==> src/rtl/reg_access_arb_if.sv <==
// Requester/bank bundle for the register-table access arbiter.
// slave is the arbiter's view; master is the requester and register-bank side.
interface reg_access_arb_if;
    localparam int unsigned ADDR_W = 7;
    localparam int unsigned DATA_W = 16;

    logic              spi_req;
    logic              spi_wr;
    logic [ADDR_W-1:0] spi_addr;
    logic [DATA_W-1:0] spi_din;
    logic              ttehash_req;
    logic              port0_req;
    logic              port1_req;
    logic              port2_req;
    logic              port3_req;
    logic [ADDR_W-1:0] port0_addr;
    logic [ADDR_W-1:0] port1_addr;
    logic [ADDR_W-1:0] port2_addr;
    logic [ADDR_W-1:0] port3_addr;
    logic [DATA_W-1:0] port0_din;
    logic [DATA_W-1:0] port1_din;
    logic [DATA_W-1:0] port2_din;
    logic [DATA_W-1:0] port3_din;
    logic [DATA_W-1:0] rf_rdata;

    logic              spi_ack;
    logic              ttehash_ack;
    logic              port0_ack;
    logic              port1_ack;
    logic              port2_ack;
    logic              port3_ack;
    logic [DATA_W-1:0] spi_dout;
    logic              rf_we;
    logic              rf_re;
    logic [ADDR_W-1:0] rf_addr;
    logic [DATA_W-1:0] rf_wdata;
    logic              hash_update;

    modport slave (
        input  spi_req, spi_wr, spi_addr, spi_din, ttehash_req,
        input  port0_req, port1_req, port2_req, port3_req,
        input  port0_addr, port1_addr, port2_addr, port3_addr,
        input  port0_din, port1_din, port2_din, port3_din, rf_rdata,
        output spi_ack, ttehash_ack, port0_ack, port1_ack, port2_ack, port3_ack,
        output spi_dout, rf_we, rf_re, rf_addr, rf_wdata, hash_update
    );

    modport master (
        output spi_req, spi_wr, spi_addr, spi_din, ttehash_req,
        output port0_req, port1_req, port2_req, port3_req,
        output port0_addr, port1_addr, port2_addr, port3_addr,
        output port0_din, port1_din, port2_din, port3_din, rf_rdata,
        input  spi_ack, ttehash_ack, port0_ack, port1_ack, port2_ack, port3_ack,
        input  spi_dout, rf_we, rf_re, rf_addr, rf_wdata, hash_update
    );
endinterface

==> src/rtl/reg_access_arb.sv <==
// Serializes SPI, TTE-hash and four switch-port requests onto the single
// register-bank access port; fixed SPI > hash priority, round-robin among ports.
module reg_access_arb #(
    parameter int unsigned RF_LAT = 2
) (
    input logic             clk,
    input logic             rst_n,
    reg_access_arb_if.slave bus
);
    localparam int unsigned ADDR_W = 7;
    localparam int unsigned DATA_W = 16;
    localparam int unsigned CNT_W  = 3;
    localparam int unsigned OWN_W  = 3;
    localparam int unsigned NPORT  = 4;

    // Owner codes 0..3 are the switch ports themselves.
    localparam logic [OWN_W-1:0] OWN_SPI  = 3'd4;
    localparam logic [OWN_W-1:0] OWN_HASH = 3'd5;

    typedef enum logic [2:0] {
        S_IDLE,
        S_ISSUE,
        S_WAIT,
        S_ACK,
        S_RELEASE
    } state_t;

    state_t            state_q, state_d;
    logic [OWN_W-1:0]  owner_q, owner_d;
    logic              wr_q, wr_d;
    logic [CNT_W-1:0]  cnt_q, cnt_d;
    logic [1:0]        ptr_q, ptr_d;

    logic              spi_ack_q, spi_ack_d;
    logic              hash_ack_q, hash_ack_d;
    logic [NPORT-1:0]  port_ack_q, port_ack_d;
    logic [DATA_W-1:0] spi_dout_q, spi_dout_d;
    logic              rf_we_q, rf_we_d;
    logic              rf_re_q, rf_re_d;
    logic [ADDR_W-1:0] rf_addr_q, rf_addr_d;
    logic [DATA_W-1:0] rf_wdata_q, rf_wdata_d;
    logic              hash_update_q, hash_update_d;

    logic [NPORT-1:0]  port_req;
    logic [ADDR_W-1:0] port_addr [NPORT];
    logic [DATA_W-1:0] port_din  [NPORT];
    logic              rr_found;
    logic [1:0]        rr_idx;
    logic              owner_req;

    assign port_req = {bus.port3_req, bus.port2_req, bus.port1_req, bus.port0_req};

    always_comb begin
        port_addr[0] = bus.port0_addr;
        port_addr[1] = bus.port1_addr;
        port_addr[2] = bus.port2_addr;
        port_addr[3] = bus.port3_addr;
        port_din[0]  = bus.port0_din;
        port_din[1]  = bus.port1_din;
        port_din[2]  = bus.port2_din;
        port_din[3]  = bus.port3_din;
    end

    // Round-robin search starting at the pointer, wrapping 3 -> 0.
    always_comb begin
        rr_found = 1'b0;
        rr_idx   = ptr_q;
        for (int i = 0; i < int'(NPORT); i++) begin
            if (!rr_found && port_req[2'(ptr_q + 2'(i))]) begin
                rr_found = 1'b1;
                rr_idx   = 2'(ptr_q + 2'(i));
            end
        end
    end

    always_comb begin
        case (owner_q)
            OWN_SPI:  owner_req = bus.spi_req;
            OWN_HASH: owner_req = bus.ttehash_req;
            default:  owner_req = port_req[owner_q[1:0]];
        endcase
    end

    // Next state plus next values of every registered output.
    always_comb begin
        state_d       = state_q;
        owner_d       = owner_q;
        wr_d          = wr_q;
        cnt_d         = cnt_q;
        ptr_d         = ptr_q;
        spi_dout_d    = spi_dout_q;
        rf_addr_d     = rf_addr_q;
        rf_wdata_d    = rf_wdata_q;
        spi_ack_d     = 1'b0;
        hash_ack_d    = 1'b0;
        port_ack_d    = '0;
        rf_we_d       = 1'b0;
        rf_re_d       = 1'b0;
        hash_update_d = 1'b0;

        case (state_q)
            S_IDLE: begin
                if (bus.spi_req) begin
                    owner_d   = OWN_SPI;
                    wr_d      = bus.spi_wr;
                    rf_addr_d = bus.spi_addr;
                    if (bus.spi_wr) begin
                        rf_wdata_d = bus.spi_din;
                        rf_we_d    = 1'b1;
                    end else begin
                        rf_re_d    = 1'b1;
                    end
                    state_d = S_ISSUE;
                end else if (bus.ttehash_req) begin
                    owner_d       = OWN_HASH;
                    wr_d          = 1'b0;
                    hash_update_d = 1'b1;
                    state_d       = S_ISSUE;
                end else if (rr_found) begin
                    owner_d    = {1'b0, rr_idx};
                    wr_d       = 1'b1;
                    rf_addr_d  = port_addr[rr_idx];
                    rf_wdata_d = port_din[rr_idx];
                    rf_we_d    = 1'b1;
                    state_d    = S_ISSUE;
                end
            end
            S_ISSUE: begin
                cnt_d   = CNT_W'(RF_LAT - 1);
                state_d = S_WAIT;
            end
            S_WAIT: begin
                if (cnt_q == '0) begin
                    state_d = S_ACK;
                    if (owner_q == OWN_SPI) begin
                        spi_ack_d = 1'b1;
                        if (!wr_q) spi_dout_d = bus.rf_rdata;
                    end else if (owner_q == OWN_HASH) begin
                        hash_ack_d = 1'b1;
                    end else begin
                        port_ack_d[owner_q[1:0]] = 1'b1;
                    end
                end else begin
                    cnt_d = cnt_q - CNT_W'(1);
                end
            end
            S_ACK: begin
                if (!owner_q[2]) ptr_d = 2'(owner_q[1:0] + 2'd1);
                state_d = S_RELEASE;
            end
            S_RELEASE: begin
                if (!owner_req) state_d = S_IDLE;
            end
            default: state_d = S_IDLE;
        endcase
    end

    always_ff @(posedge clk or negedge rst_n) begin
        if (!rst_n) begin
            state_q       <= S_IDLE;
            owner_q       <= '0;
            wr_q          <= 1'b0;
            cnt_q         <= '0;
            ptr_q         <= '0;
            spi_ack_q     <= 1'b0;
            hash_ack_q    <= 1'b0;
            port_ack_q    <= '0;
            spi_dout_q    <= '0;
            rf_we_q       <= 1'b0;
            rf_re_q       <= 1'b0;
            rf_addr_q     <= '0;
            rf_wdata_q    <= '0;
            hash_update_q <= 1'b0;
        end else begin
            state_q       <= state_d;
            owner_q       <= owner_d;
            wr_q          <= wr_d;
            cnt_q         <= cnt_d;
            ptr_q         <= ptr_d;
            spi_ack_q     <= spi_ack_d;
            hash_ack_q    <= hash_ack_d;
            port_ack_q    <= port_ack_d;
            spi_dout_q    <= spi_dout_d;
            rf_we_q       <= rf_we_d;
            rf_re_q       <= rf_re_d;
            rf_addr_q     <= rf_addr_d;
            rf_wdata_q    <= rf_wdata_d;
            hash_update_q <= hash_update_d;
        end
    end

    assign bus.spi_ack     = spi_ack_q;
    assign bus.ttehash_ack = hash_ack_q;
    assign bus.port0_ack   = port_ack_q[0];
    assign bus.port1_ack   = port_ack_q[1];
    assign bus.port2_ack   = port_ack_q[2];
    assign bus.port3_ack   = port_ack_q[3];
    assign bus.spi_dout    = spi_dout_q;
    assign bus.rf_we       = rf_we_q;
    assign bus.rf_re       = rf_re_q;
    assign bus.rf_addr     = rf_addr_q;
    assign bus.rf_wdata    = rf_wdata_q;
    assign bus.hash_update = hash_update_q;
endmodule

==> src/flat_wrapper.sv <==
// flat-port wrapper written by rule: the top's interface ports become plain ports
module reg_access_arb_flat 
#(
    parameter int unsigned RF_LAT = 2
)
  (clk, rst_n, bus_spi_req, bus_spi_wr, bus_spi_addr, bus_spi_din, bus_ttehash_req, bus_port0_req, bus_port1_req, bus_port2_req, bus_port3_req, bus_port0_addr, bus_port1_addr, bus_port2_addr, bus_port3_addr, bus_port0_din, bus_port1_din, bus_port2_din, bus_port3_din, bus_rf_rdata, bus_spi_ack, bus_ttehash_ack, bus_port0_ack, bus_port1_ack, bus_port2_ack, bus_port3_ack, bus_spi_dout, bus_rf_we, bus_rf_re, bus_rf_addr, bus_rf_wdata, bus_hash_update);
  reg_access_arb_if bus_i ();
  input logic clk;
  input logic rst_n;
  input wire logic [$bits(bus_i.spi_req)-1:0] bus_spi_req;
  input wire logic [$bits(bus_i.spi_wr)-1:0] bus_spi_wr;
  input wire logic [$bits(bus_i.spi_addr)-1:0] bus_spi_addr;
  input wire logic [$bits(bus_i.spi_din)-1:0] bus_spi_din;
  input wire logic [$bits(bus_i.ttehash_req)-1:0] bus_ttehash_req;
  input wire logic [$bits(bus_i.port0_req)-1:0] bus_port0_req;
  input wire logic [$bits(bus_i.port1_req)-1:0] bus_port1_req;
  input wire logic [$bits(bus_i.port2_req)-1:0] bus_port2_req;
  input wire logic [$bits(bus_i.port3_req)-1:0] bus_port3_req;
  input wire logic [$bits(bus_i.port0_addr)-1:0] bus_port0_addr;
  input wire logic [$bits(bus_i.port1_addr)-1:0] bus_port1_addr;
  input wire logic [$bits(bus_i.port2_addr)-1:0] bus_port2_addr;
  input wire logic [$bits(bus_i.port3_addr)-1:0] bus_port3_addr;
  input wire logic [$bits(bus_i.port0_din)-1:0] bus_port0_din;
  input wire logic [$bits(bus_i.port1_din)-1:0] bus_port1_din;
  input wire logic [$bits(bus_i.port2_din)-1:0] bus_port2_din;
  input wire logic [$bits(bus_i.port3_din)-1:0] bus_port3_din;
  input wire logic [$bits(bus_i.rf_rdata)-1:0] bus_rf_rdata;
  output wire logic [$bits(bus_i.spi_ack)-1:0] bus_spi_ack;
  output wire logic [$bits(bus_i.ttehash_ack)-1:0] bus_ttehash_ack;
  output wire logic [$bits(bus_i.port0_ack)-1:0] bus_port0_ack;
  output wire logic [$bits(bus_i.port1_ack)-1:0] bus_port1_ack;
  output wire logic [$bits(bus_i.port2_ack)-1:0] bus_port2_ack;
  output wire logic [$bits(bus_i.port3_ack)-1:0] bus_port3_ack;
  output wire logic [$bits(bus_i.spi_dout)-1:0] bus_spi_dout;
  output wire logic [$bits(bus_i.rf_we)-1:0] bus_rf_we;
  output wire logic [$bits(bus_i.rf_re)-1:0] bus_rf_re;
  output wire logic [$bits(bus_i.rf_addr)-1:0] bus_rf_addr;
  output wire logic [$bits(bus_i.rf_wdata)-1:0] bus_rf_wdata;
  output wire logic [$bits(bus_i.hash_update)-1:0] bus_hash_update;
  assign bus_i.spi_req = bus_spi_req;
  assign bus_i.spi_wr = bus_spi_wr;
  assign bus_i.spi_addr = bus_spi_addr;
  assign bus_i.spi_din = bus_spi_din;
  assign bus_i.ttehash_req = bus_ttehash_req;
  assign bus_i.port0_req = bus_port0_req;
  assign bus_i.port1_req = bus_port1_req;
  assign bus_i.port2_req = bus_port2_req;
  assign bus_i.port3_req = bus_port3_req;
  assign bus_i.port0_addr = bus_port0_addr;
  assign bus_i.port1_addr = bus_port1_addr;
  assign bus_i.port2_addr = bus_port2_addr;
  assign bus_i.port3_addr = bus_port3_addr;
  assign bus_i.port0_din = bus_port0_din;
  assign bus_i.port1_din = bus_port1_din;
  assign bus_i.port2_din = bus_port2_din;
  assign bus_i.port3_din = bus_port3_din;
  assign bus_i.rf_rdata = bus_rf_rdata;
  assign bus_spi_ack = bus_i.spi_ack;
  assign bus_ttehash_ack = bus_i.ttehash_ack;
  assign bus_port0_ack = bus_i.port0_ack;
  assign bus_port1_ack = bus_i.port1_ack;
  assign bus_port2_ack = bus_i.port2_ack;
  assign bus_port3_ack = bus_i.port3_ack;
  assign bus_spi_dout = bus_i.spi_dout;
  assign bus_rf_we = bus_i.rf_we;
  assign bus_rf_re = bus_i.rf_re;
  assign bus_rf_addr = bus_i.rf_addr;
  assign bus_rf_wdata = bus_i.rf_wdata;
  assign bus_hash_update = bus_i.hash_update;
  reg_access_arb #(.RF_LAT(RF_LAT)) u_core (.clk(clk), .rst_n(rst_n), .bus(bus_i));
endmodule
==> config.mk <==
export PLATFORM = sky130hd
export DESIGN_NAME = reg_access_arb_flat
export DESIGN_NICKNAME = d
export VERILOG_FILES = /design/src/rtl/reg_access_arb_if.sv /design/src/rtl/reg_access_arb.sv /design/src/flat_wrapper.sv
export SDC_FILE = /design/constraint.sdc
export NUM_CORES = 1
export LEC_CHECK = 0
export ABC_AREA = 1
export CORE_MARGIN = 1
export CORE_UTILIZATION = 42
export DETAILED_ROUTE_END_ITERATION = 12
export PLACE_DENSITY = 0.82
export REMOVE_ABC_BUFFERS = 1
export SYNTH_ARGS = -nofsm -noshare
export SYNTH_HDL_FRONTEND = slang
export SYNTH_SLANG_ARGS = --single-unit
export TNS_END_PERCENT = 5
==> constraint.sdc <==
create_clock -name clk -period 2.7 [get_ports clk]
set_input_delay 0.54 -clock clk [delete_from_list [all_inputs] [get_ports clk]]
set_output_delay 0.54 -clock clk [all_outputs]
set_load 0.1 [all_outputs]
* Word level (Yosys, flattened, before mapping)
Index checks and enable logic that the tools add are counted.
** Storage, ports and cells
- Word-level logic and storage cells :: 129
- Register bits after elaboration :: 60
- Output and inout port bits :: 48
- Input bits :: 140
** Cells by class
- Multiplexer cells :: 69
- Reduce and logical (&&, ||, !) cells :: 19
- Bitwise logic cells :: 3
- Equality and inequality tests :: 12
- Add/subtract/negate cells :: 5
- Order comparisons :: 7
** Operators by type and width (count)
- two-way mux 16 bit :: 6
- two-way mux 7 bit :: 5
- binary-select mux 16 bit (select 2 bit) :: 1
- two-way mux 1 bit :: 31
- two-way mux 3 bit :: 9
- two-way mux 4 bit :: 4
- < comparator 2 x 3 -> 1 bit, second input constant :: 5
- case mux 3 bit (5 select lines) :: 1
- binary-select mux 7 bit (select 2 bit) :: 1
- binary-select mux 1 bit (select 2 bit) :: 5
- equality test 3 bit, second input constant :: 3
- AND reduction 4 bit :: 2
- equality test 3 x 2 -> 1 bit, second input constant :: 2
- zero test 3 bit :: 2
- two-way mux 2 bit :: 3
- != test 2 bit, second input constant :: 3
- case mux 3 bit (2 select lines) :: 1
- AND reduction 2 bit :: 3
- AND reduction 3 bit :: 2
- adder 2 x 1 -> 2 bit, second input constant :: 2
- adder 2 bit, second input constant :: 2
- logical AND 1 bit :: 4
- != test 2 x 1 -> 1 bit, second input constant :: 2
- != test 4 x 3 -> 1 bit, second input constant :: 1
- other kinds (11) :: 15

* Logic depth before layout (Yosys ltp)
Gate-level depths: netlist of the first run.
- Depth in word-level cells :: 19
- Mapped depth :: 18

* Worst setup path before layout of the first run
No wires, ideal clock.
- Kind :: register -> register
- Start point :: register u_core.owner_q[0]
- End point :: register u_core.spi_dout_q[10], in the netlist u_core.bus.spi_dout[10]
- Arrival time :: 1892 ps
- Cell stages (with the launch flop) :: 9
- Buffers on the path :: 1
- Path slack :: 683 ps
- Setup time :: 125 ps
- Path through :: dfrtp_1 > inv_1 > ha_1 > nand2_1 > inv_1 > nand2_1 > nor3_2 > buf_2 > mux2_2
** On the way
- Longest elaborated chain between the ends :: 2
** Ends and longest elaborated chain
- start: declaration :: line reg_access_arb.sv:29 : logic [OWN_W-1:0] owner_q, owner_d;
- start signal: assignment :: line reg_access_arb.sv:176 : owner_q <= owner_d;
- equality test 3 bit :: line reg_access_arb.sv:135 : if (owner_q == OWN_SPI) begin
- AND reduction 4 bit (no line)
- end signal: assignment :: line reg_access_arb.sv:183 : spi_dout_q <= spi_dout_d;
- end: declaration :: line reg_access_arb.sv:37 : logic [DATA_W-1:0] spi_dout_q, spi_dout_d;
No other way between the ends.
A chain may end at the register's enable or synchronous reset.

* Worst setup path in the final report of the first run
- Start point :: register u_core.ptr_q[0]
- End point :: register u_core.rf_wdata_q[0], in the netlist u_core.bus.rf_wdata[0]
** On the way
- Longest elaborated chain between the ends :: 19
- Elaborated cells between the ends (all ways) :: 33
- Those cells by class :: add/sub (3); mux (21); bitwise (1); reduce/logical (8)
** Ends and longest elaborated chain
- start: declaration :: line reg_access_arb.sv:32 : logic [1:0] ptr_q, ptr_d;
- start signal: assignment :: line reg_access_arb.sv:179 : ptr_q <= ptr_d;
- parallel branches: the longest is 19 deep, another holds adder 2 x 1 -> 2 bit
- end signal: assignment :: line reg_access_arb.sv:187 : rf_wdata_q <= rf_wdata_d;
- end: declaration :: line reg_access_arb.sv:41 : logic [DATA_W-1:0] rf_wdata_q, rf_wdata_d;
Parallel ways; which one is timed is not known. The select of a mux whose other input is x is not followed.

==> results.toml, run 1 <==
[outcome]
status = "finished clean"

[finish]
regArea_um2 = 1500
postLayoutCellArea_um2 = 6030
fin_util_pct = 65.6
multi_input_area_um2 = 2150
area_growth_pct = 52.5
fillers = 803
final_cells = 887
antennaDiodeCount = 0
drive_gt1_share_pct = 14.0
nets = 917

[global_route]
grt_overflow = 0
grt_usage_pct = 24.0
grt_pass1_wl_mm = 18.8
busiest_layer = "met2"
antenna_found_initial = 0
grt_start_max_net_pins = 47
gr-usage-met2_pct = 42.4
grt.met3_usage_pct = 7.45
grt_pass1_vias = 4190
use_met1_pct = 27.1

[placed_design]
gp_congestion = 0.861
place_inst = 871
dpl_worst_slack_ns = 0.141
dp_hpwl_mm = 8.75
dpl_cell_area_um2 = 5790
port_buffers = 187

[synthesis]
synthCells = 590
yosys.cell_types.count = 26
yosysTopAreaCell = "dfrtp_1"
synth_edf_count = 0
synth_ff_type = "dfrtp_1"
yosysWarnings = 0
synthTopCellsByArea = "dfrtp_1, nand2_1, nand3_1, nor2_1, mux2_2"
ys_ff_latch = 60
yosysMostFrequentCell = "nand2_1"
ys_seq_area_share_pct = 38.0
synth_async_sr_flop_share_pct = 100
netlist_top_cells_count = "nand2_1, nand3_1, dfrtp_1, nor2_1, inv_1"
synth.cell_area_um2 = 3950
syn_area_per_cell_um2 = 6.70
synth_top_area_share_pct = 38.0

[critical_path]
critPathLaunchType = "register"
cp_max_fo = 31
required_ns = 2.98
arrival_ns = 2.61
crit_type = "register to register"
end_kind = "register"

[routing]
drt_first_iter_violations = 135
via_count = 4451
vias_per_cell = 5.02
drt_wl_total_mm = 11.5
avgRoutedWirePerCell_um = 13.0
antenna_left = 0
dr.pass1.iters = 6
drc = 0

[clock_network]
clk_latency_ns = 0.34
clock_path_buffers = 2
numCtsBuffers = 9
cts_tree = "yes"
clkTransAtPathRegs_ns = 0.07
postCtsSetupBuffers = 0
htreeDepth = 3
cts_resized = 0
cts.sinks = 60
cts-root-buf = "clkbuf_8"
ctsHoldBuffers = 0

[timing]
finalSetupTns_ns = 0
hold_viol = 0
period_minus_slack_ns = 2.34
slew_headroom_pct = 63.2
setup_ws_ns = 0.364
fin_hold_ws_ns = 0.186
rsz0062_at_grt = "no"
finalSetupViolations = 0
finalCritPeriodShare_pct = 86.5
fin_skew_ns = 0.00723
fmax_mhz = 428
worst_pin_slew_ns = 0.552
finalMaxSlewViolations = 0

[power_and_ir_drop]
max-vdd-ir-drop_v = 0.000740
power.leakage_nw = 3.17
p_total_mw = 8.51
power_density_nw_per_um2 = 1410

[min_path]
hp-class = "input port to async pin"

[floorplan]
dieArea_um2 = 9800
start_util_pct = 43.0
num_rows = 35
die_y_um = 99.0
io_pins = 188
die_x_um = 99.0
core-area_um2 = 9200

[job]
cap_violations = 0
## sequential cells by signal, summed over array words and instances (netlist names)
register                flops
u_core.bus.rf_we            1
u_core.state_q              3
u_core.bus.hash_update      1
u_core.bus.rf_re            1
u_core.owner_q              3
u_core.bus.spi_dout        16
u_core.bus.ttehash_ack      1
u_core.port_ack_q           4
u_core.wr_q                 1
u_core.bus.rf_addr          7
u_core.ptr_q                2
u_core.bus.spi_ack          1
u_core.cnt_q                3
u_core.bus.rf_wdata        16
## final timing paths
kind	startpoint	cells past startpoint	slack (ns)	end
max	u_core.ptr_q[0]$_DFFE_PN0P_	15	0.36	u_core.bus.rf_wdata[0]$_DFFE_PN0P_
min	rst_n	1	0.19	u_core.ptr_q[0]$_DFFE_PN0P_
max reg2reg	u_core.ptr_q[0]$_DFFE_PN0P_	15	0.36	u_core.bus.rf_wdata[0]$_DFFE_PN0P_
min reg2reg	u_core.cnt_q[0]$_DFFE_PN0P_	1	0.47	u_core.cnt_q[0]$_DFFE_PN0P_
max in group asynchronous	rst_n	2	1.85	u_core.bus.rf_wdata[12]$_DFFE_PN0P_
min in group clk	u_core.cnt_q[0]$_DFFE_PN0P_	1	0.47	u_core.cnt_q[0]$_DFFE_PN0P_
## metal layers
metal / part of all wire [%] / wire length (um) / vias up
li1: - / - / 2218
met1: 40 / 4640 / 2039
met2: 51 / 5870 / 166
met3: 6.7 / 775 / 28
met4: 2.2 / 259 / 0
met5: 0 / 0 / -
## layout make-up
cell class	instances	share of cell area, %
Clock inverter	7	1.91
Inverter	29	1.81
Sequential cell	60	24.9
Clock buffer	9	2.05
Timing Repair Buffer	200	31.4
Tap cell	111	2.30
Multi-Input combinational cell	471	35.6
## power breakdown
| part | leakage [nW] | switching, mW | internal [mW] | total (mW) |
|---|---|---|---|---|
| sequential | 0.772 | 0.265 | 1.28 | 1.54 |
| combinational | 2.28 | 4.32 | 1.67 | 5.99 |
| clock | 0.115 | 0.367 | 0.609 | 0.976 |
| total | 3.17 | 4.95 | 3.55 | 8.51 |
## worst max-delay path: stages, from the launching register on
cell and delay [ns]:
dfrtp_1 0.62, inv_2 0.17, nand2_1 0.14, nand3_1 0.08, nand2_1 0.15, nand3_1 0.14
nand2_1 0.12, nand2_2 0.08, nand2_2 0.07, buf_4 0.28, nand2_1 0.11, nand2_1 0.09
nand2_1 0.05, nand3_1 0.07, nand2_1 0.05, nand2_1 0.05
## logic make-up after synthesis
kind of cell	after synthesis	share of synthesized area (%)
AO/OA/AOI/OAI	17	2.79
adder cells (fa/ha/maj)	6	1.90
buffers and inverters	59	7.72
flip-flops	60	38.0
multiplexers	16	4.56
AND/OR/NAND/NOR	432	45.0
## layout by cell type (no fill, tap or decap), drive strengths merged
master and instances:
mux2 16, a2bb2oi 1, nor3 6, a21oi 4, o21ai 7, o22ai 2, ha 6, clkbuf 9
dfrtp 60, clkinv 2, nand3 80, nor2 62, bufinv 3, buf 62, nand4 3, clkdlybuf4s50 138
nor3b 1, o211ai 3, nand2 280, clkinvlp 2, inv 29
(Power assumes the default switching activity.)
==> run 2: changes to the inputs <==
Settings changed: CTS_CLUSTER_DIAMETER from default to 200, SLEW_MARGIN from default to 40.
==> results of run 2 <==
Final layout, timing and power as in run 1 (identical DEF).
